===== src/rtl/la_ddr_rd_stream.sv =====
`timescale 1ns/1ps
// Reads a captured sample region back from DDR3 over AXI AR/R, buffers the beats and
// streams them out LSB-byte-first on a valid/ready byte interface toward the UART TX.
module la_ddr_rd_stream #(
    parameter int CTRL_ADDR_WIDTH = 28,
    parameter int DATA_WIDTH      = 64,
    parameter int BURST_LEN       = 16,
    parameter int ADDR_PER_BEAT   = 4,
    parameter int FIFO_DEPTH      = 64,
    parameter int LEN_WIDTH       = 16
) (
    input  logic                       clk,
    input  logic                       rst,
    input  logic                       rd_start,
    input  logic [CTRL_ADDR_WIDTH-1:0] rd_base_addr,
    input  logic [LEN_WIDTH-1:0]       rd_len,
    output logic                       rd_busy,
    output logic                       rd_done,
    output logic                       rd_ovf,
    output logic [CTRL_ADDR_WIDTH-1:0] axi_araddr,
    output logic [3:0]                 axi_arlen,
    output logic                       axi_arvalid,
    input  logic                       axi_arready,
    input  logic [DATA_WIDTH-1:0]      axi_rdata,
    input  logic                       axi_rvalid,
    input  logic                       axi_rlast,
    output logic [7:0]                 dout,
    output logic                       dout_valid,
    input  logic                       dout_ready
);

    localparam int BYTES = DATA_WIDTH / 8;
    localparam int PW    = $clog2(FIFO_DEPTH);
    localparam int BW    = $clog2(BYTES + 1);

    typedef enum logic [2:0] {
        S_RD_IDLE,
        S_RA_START,
        S_RD_WAIT,
        S_RD_PROC,
        S_RD_DONE
    } state_t;

    state_t                       state;
    logic [CTRL_ADDR_WIDTH-1:0]   next_addr;
    logic [LEN_WIDTH-1:0]         remaining;
    logic [3:0]                   beat_cnt;
    logic [LEN_WIDTH-1:0]         burst_size;
    logic                         credit_ok;

    logic [DATA_WIDTH-1:0]        fifo_mem [FIFO_DEPTH];
    logic [PW:0]                  wr_ptr;
    logic [PW:0]                  rd_ptr;
    logic [PW:0]                  fifo_cnt;
    logic                         fifo_full;
    logic                         fifo_empty;
    logic                         push;
    logic [DATA_WIDTH-1:0]        head;

    logic [DATA_WIDTH-1:0]        shift_p0;
    logic [BW-1:0]                left_p0;
    logic                         ser_take;
    logic                         ser_idle;

    // The burst end is defined by the internal beat counter; rlast is informational only.
    logic                         unused_rlast;
    assign unused_rlast = axi_rlast;

    function automatic logic [LEN_WIDTH-1:0] burst_beats(input logic [LEN_WIDTH-1:0] left);
        if (int'(left) > BURST_LEN)
            return LEN_WIDTH'(BURST_LEN);
        return left;
    endfunction

    assign burst_size = burst_beats(remaining);
    assign fifo_cnt   = wr_ptr - rd_ptr;
    assign fifo_full  = (fifo_cnt == (PW+1)'(FIFO_DEPTH));
    assign fifo_empty = (wr_ptr == rd_ptr);
    // Only one burst is ever in flight, so free slots must cover the whole next burst.
    assign credit_ok  = (FIFO_DEPTH - int'(fifo_cnt)) >= int'(burst_size);
    assign push       = (state == S_RD_WAIT) && axi_rvalid && !fifo_full;
    assign head       = fifo_mem[rd_ptr[PW-1:0]];
    assign ser_take   = !dout_valid || dout_ready;
    assign ser_idle   = !dout_valid && (left_p0 == '0);

    always_ff @(posedge clk) begin
        if (push)
            fifo_mem[wr_ptr[PW-1:0]] <= axi_rdata;
    end

    always_ff @(posedge clk) begin
        if (rst) begin
            state       <= S_RD_IDLE;
            rd_busy     <= 1'b0;
            rd_done     <= 1'b0;
            rd_ovf      <= 1'b0;
            axi_arvalid <= 1'b0;
            axi_araddr  <= '0;
            axi_arlen   <= '0;
            wr_ptr      <= '0;
        end else begin
            rd_done <= 1'b0;
            if (push)
                wr_ptr <= wr_ptr + 1'b1;
            case (state)
                S_RD_IDLE: begin
                    if (rd_start && !rd_done) begin
                        rd_busy   <= 1'b1;
                        rd_ovf    <= 1'b0;
                        next_addr <= rd_base_addr;
                        remaining <= rd_len;
                        state     <= (rd_len == '0) ? S_RD_DONE : S_RA_START;
                    end
                end
                S_RA_START: begin
                    if (axi_arvalid) begin
                        if (axi_arready) begin
                            axi_arvalid <= 1'b0;
                            next_addr   <= next_addr + CTRL_ADDR_WIDTH'(burst_size)
                                                     * CTRL_ADDR_WIDTH'(ADDR_PER_BEAT);
                            remaining   <= remaining - burst_size;
                            beat_cnt    <= '0;
                            state       <= S_RD_WAIT;
                        end
                    end else if (credit_ok) begin
                        axi_arvalid <= 1'b1;
                        axi_araddr  <= next_addr;
                        axi_arlen   <= 4'(burst_size - LEN_WIDTH'(1));
                    end
                end
                S_RD_WAIT: begin
                    if (axi_rvalid) begin
                        if (fifo_full)
                            rd_ovf <= 1'b1;
                        if (beat_cnt == axi_arlen)
                            state <= S_RD_PROC;
                        else
                            beat_cnt <= beat_cnt + 4'd1;
                    end
                end
                S_RD_PROC: begin
                    if (remaining != '0)
                        state <= S_RA_START;
                    else if (fifo_empty && ser_idle)
                        state <= S_RD_DONE;
                end
                S_RD_DONE: begin
                    rd_done <= 1'b1;
                    rd_busy <= 1'b0;
                    state   <= S_RD_IDLE;
                end
                default: state <= S_RD_IDLE;
            endcase
        end
    end

    // Serialiser stage: a freed output slot takes the next byte of the held word, or the
    // FIFO head when the word is exhausted, so words follow each other without a bubble.
    always_ff @(posedge clk) begin
        if (rst) begin
            dout       <= '0;
            dout_valid <= 1'b0;
            left_p0    <= '0;
            rd_ptr     <= '0;
        end else if (ser_take) begin
            if (left_p0 != '0) begin
                dout       <= shift_p0[7:0];
                shift_p0   <= shift_p0 >> 8;
                left_p0    <= left_p0 - 1'b1;
                dout_valid <= 1'b1;
            end else if (!fifo_empty) begin
                dout       <= head[7:0];
                shift_p0   <= head >> 8;
                left_p0    <= BW'(BYTES - 1);
                rd_ptr     <= rd_ptr + 1'b1;
                dout_valid <= 1'b1;
            end else begin
                dout_valid <= 1'b0;
            end
        end
    end

endmodule


===== config.mk =====
export PLATFORM = sky130hd
export DESIGN_NAME = la_ddr_rd_stream
export DESIGN_NICKNAME = d
export VERILOG_FILES = /design/src/rtl/la_ddr_rd_stream.sv
export SDC_FILE = /design/constraint.sdc
export NUM_CORES = 2
export LEC_CHECK = 0
export CAP_MARGIN = 20
export CORE_AREA = 2 2 473 592
export DETAILED_ROUTE_END_ITERATION = 12
export DIE_AREA = 0 0 475 594
export PLACE_DENSITY = 0.76
export SYNTH_ARGS = -nofsm -noshare
export SYNTH_HDL_FRONTEND = slang
export SYNTH_SLANG_ARGS = --single-unit
export TNS_END_PERCENT = 100

===== constraint.sdc =====
create_clock -name clk -period 7.54 [get_ports clk]
set_input_delay 0.754 -clock clk [delete_from_list [all_inputs] [get_ports clk]]
set_output_delay 0.754 -clock clk [all_outputs]
set_load 0.02 [all_outputs]

==> results_dict.tcl <==
set metrics [dict create \
    holdCritPathClass "in2reg" \
    worstMarginPinSlew_ns 1.222 \
    yosysTopAreaCellShare 0.7644 \
    drive_above_1_share 0.2783 \
    ys_ff_latch 4272 \
    synthCells 7163 \
    crit_slowest_cell "nor2_4" \
    seqCellArea_sq_mm 0.1276 \
    fmax_mhz 177.9 \
    area_growth_pct 12.29 \
    core_sq_mm 0.2765 \
    yosys.cell_types.count 69 \
    finalPower_w 0.05152 \
    multi_input_area_sq_mm 0.03604 \
    tritoncts "built" \
    postCtsSetupBuffers 0 \
    clock_latency_ns 0.92 \
    slowest_delay_ns 1.31 \
    p_leak_nw 55.75 \
    path_cells "inv_1, ha_1, inv_1, fa_1, nand3_1, a21o_1, mux2i_1, o211ai_2, and2_1, nand4_1, nor2_4, buf_4" \
    crit_required_ns 8.04 \
    ctsHoldBuffers 0 \
    final_nets 7758 \
    cts_root_buf "clkbuf_16" \
    ys_warn_count 0 \
    drv_cap 0 \
    cp_max_fo 19 \
    r2r_setup_slack_ns 1.92 \
    synthTopCellsByArea "edfxtp_1 (76%), mux4_2 (16%), mux2i_1 (1.4%)" \
    design.die.area_sq_mm 0.2822 \
    drtAntennaViolNets 0 \
    grt_pass1_vias 82780 \
    fin_crit_ns 5.622 \
    end_kind "flop" \
    synth.avg_cell_area_sq_um 23.03 \
    setup_tns_ns 0 \
    drt_iter0_drc 12740 \
    fin_util 0.6701 \
    numCtsBuffers 394 \
    finalMaxSlewViolations 0 \
    crit_arrival_ns 6.13 \
    r2r_cells 12 \
    htree_levels 5 \
    setup_viol 0 \
    vdd.ir_drop.worst_uv 220.3 \
    synth_most_common_cell "edfxtp_1" \
    cts-resized-gates 0 \
    path_class "reg2reg" \
    placementRows 216 \
    overflow 0 \
    die-width_microns 475 \
    grt_usage 0.3065 \
    grt_max_degree 103 \
    first_pass_iters 6 \
    synth_edf_count 4200 \
    cts.sinks 4272 \
    chipHeight_microns 594 \
    wl_microns 431500 \
    fillers 16280 \
    synthTopCellsByCount "edfxtp_1 (4,200), mux4_2 (1,152), mux2i_1 (236)" \
    hold_slack_ns 0.1035 \
    synth.largest_area_cell "edfxtp_1" \
    boundaryPins 160 \
    ys_seq_area_frac 0.7731 \
    synthFlopType "edfxtp_1" \
    rsz0062_at_grt "false" \
    antenna_found_initial 18 \
    relSlewSlack 0.1835 \
    fin_crit_sh 0.7457 \
    worst_clock_skew_ns 0.07558 \
    dp_hpwl_microns 215700 \
    cellPowerDensity_mw_per_mm2 278.1 \
    netlist_area_sq_mm 0.1650 \
    clk_path_buf_depth 4 \
    clkTransAtPathRegs_ns 0.07 \
    initial_core_util 0.5968 \
    worstHoldEndpoint "fifo_mem[31][19]$_DFFE_PP_" \
    grt_pass1_wl_microns 608900 \
    hold-path-cell-count 1 \
    vias 81160 \
    rr_endpoint "fifo_mem[36][30]$_DFFE_PP_" \
    start_kind "flop" \
    status "finished, final reports clean" \
    reg2reg_from "wr_ptr[0]$_SDFFE_PP0P_" \
    gp_congestion 0.8271 \
    via_per_inst 6.981 \
    ys_async_sr_fraction 0 \
    portBuffers 158 \
    critical_path_buf_inv_count 3 \
    cp_common_cell "inv_1" \
    critPathTopFamily "simple AND/OR/NAND/NOR gates" \
    wire_per_inst_microns 37.11 \
    hold_viol 0 \
    hp-start "axi_rdata[19]" \
    drc_errors 0 \
]
cells in the final DEF (no fill, tap or decap), types with 48 or more instances in the layout:
cell type / instances
clkinv_2: 72
buf_4: 130
clkinv_1: 79
mux2_2: 98
clkbuf_16: 403
mux4_2: 1152
nor2_4: 66
o21ai_1: 49
o22ai_1: 66
clkbuf_1: 79
nor2_1: 109
a32oi_1: 48
buf_12: 97
edfxtp_1: 4200
dfxtp_1: 66
nand2_1: 138
mux2i_1: 236
clkdlybuf4s50_1: 93
buf_2: 65
a21oi_1: 105
metal layers:
metal,wire [microns],vias to the layer above,GRT usage,part of all wire
met5,110,-,0,0.00025
met4,21430,16,0.1256,0.050
met3,51980,1153,0.07059,0.12
met2,212500,5950,0.4985,0.49
met1,145500,42690,0.4045,0.34
li1,-,31360,-,-
where the power goes:
part           internal (W)  total, W  leakage (nW)  switching, W
combinational       0.00207   0.00490          11.3       0.00283
clock                0.0111    0.0197          6.10       0.00868
sequential           0.0265    0.0269          38.4      0.000359
flip-flops by register name, summed over array words and instances (netlist names), 7 cells and up, named ones only:
name / cells
dout: 8
fifo_mem: 4096
next_addr: 28
remaining: 16
wr_ptr: 7
rd_ptr: 7
shift_p0: 56
axi_araddr: 28
worst register-to-register path, stage by stage, from the launching register on:
cell      delay (ns)
dfxtp_1         0.37
inv_1           0.20
ha_1            0.19
inv_1           0.05
fa_1            0.41
nand3_1         0.11
a21o_1          0.18
mux2i_1         0.11
o211ai_2        0.36
and2_1          0.40
nand4_1         0.89
nor2_4          1.31
buf_4           0.57
stage by stage:
step / area, sq um / worst slack (ns) / std cells
after floorplan: 165100 / 2.047 / 7185
after global placement: 171800 / 2.206 / 10860
after detailed placement: 171800 / 2.091 / 10860
after CTS: 184400 / 2.034 / 11580
after global routing: 185300 / 1.788 / 11620
final: 185300 / 1.918 / 11630
cell type report:
class	count	area share
Sequential cell	4272	0.6886
Inverter	30	0.0006078
Clock inverter	228	0.01158
Multi-Input combinational cell	2506	0.1945
Tap cell	3706	0.02503
Timing Repair Buffer	391	0.02342
Antenna cell	10	0.0001351
Clock buffer	483	0.05611
worst max-delay path by stage:
| stage | end | cells after the start | from | slack (ns) |
|---|---|---|---|---|
| 2_1_floorplan | fifo_mem[56][0]$_DFFE_PP_ | 12 | wr_ptr[0]$_SDFFE_PP0P_ | 2.05 |
| 3_3_place_gp | fifo_mem[36][37]$_DFFE_PP_ | 12 | wr_ptr[0]$_SDFFE_PP0P_ | 2.21 |
| 3_5_place_dp | fifo_mem[36][39]$_DFFE_PP_ | 12 | wr_ptr[0]$_SDFFE_PP0P_ | 2.09 |
| 4_1_cts | fifo_mem[36][30]$_DFFE_PP_ | 12 | wr_ptr[0]$_SDFFE_PP0P_ | 2.03 |
| 5_1_grt | fifo_mem[36][30]$_DFFE_PP_ | 12 | wr_ptr[0]$_SDFFE_PP0P_ | 1.79 |
| 6_report | fifo_mem[36][30]$_DFFE_PP_ | 12 | wr_ptr[0]$_SDFFE_PP0P_ | 1.92 |
cell families after synthesis:
kind of cell / after synthesis / synth area share
AO/OA/AOI/OAI: 412 / 0.01620
XOR/XNOR: 50 / 0.002654
adder cells (fa/ha/maj): 48 / 0.003731
buffers and inverters: 407 / 0.01229
flip-flops: 4272 / 0.7731
multiplexers: 1486 / 0.1783
other: 2 / 0.00004552
AND/OR/NAND/NOR: 486 / 0.01369
Power figures use the tool's default switching activity.
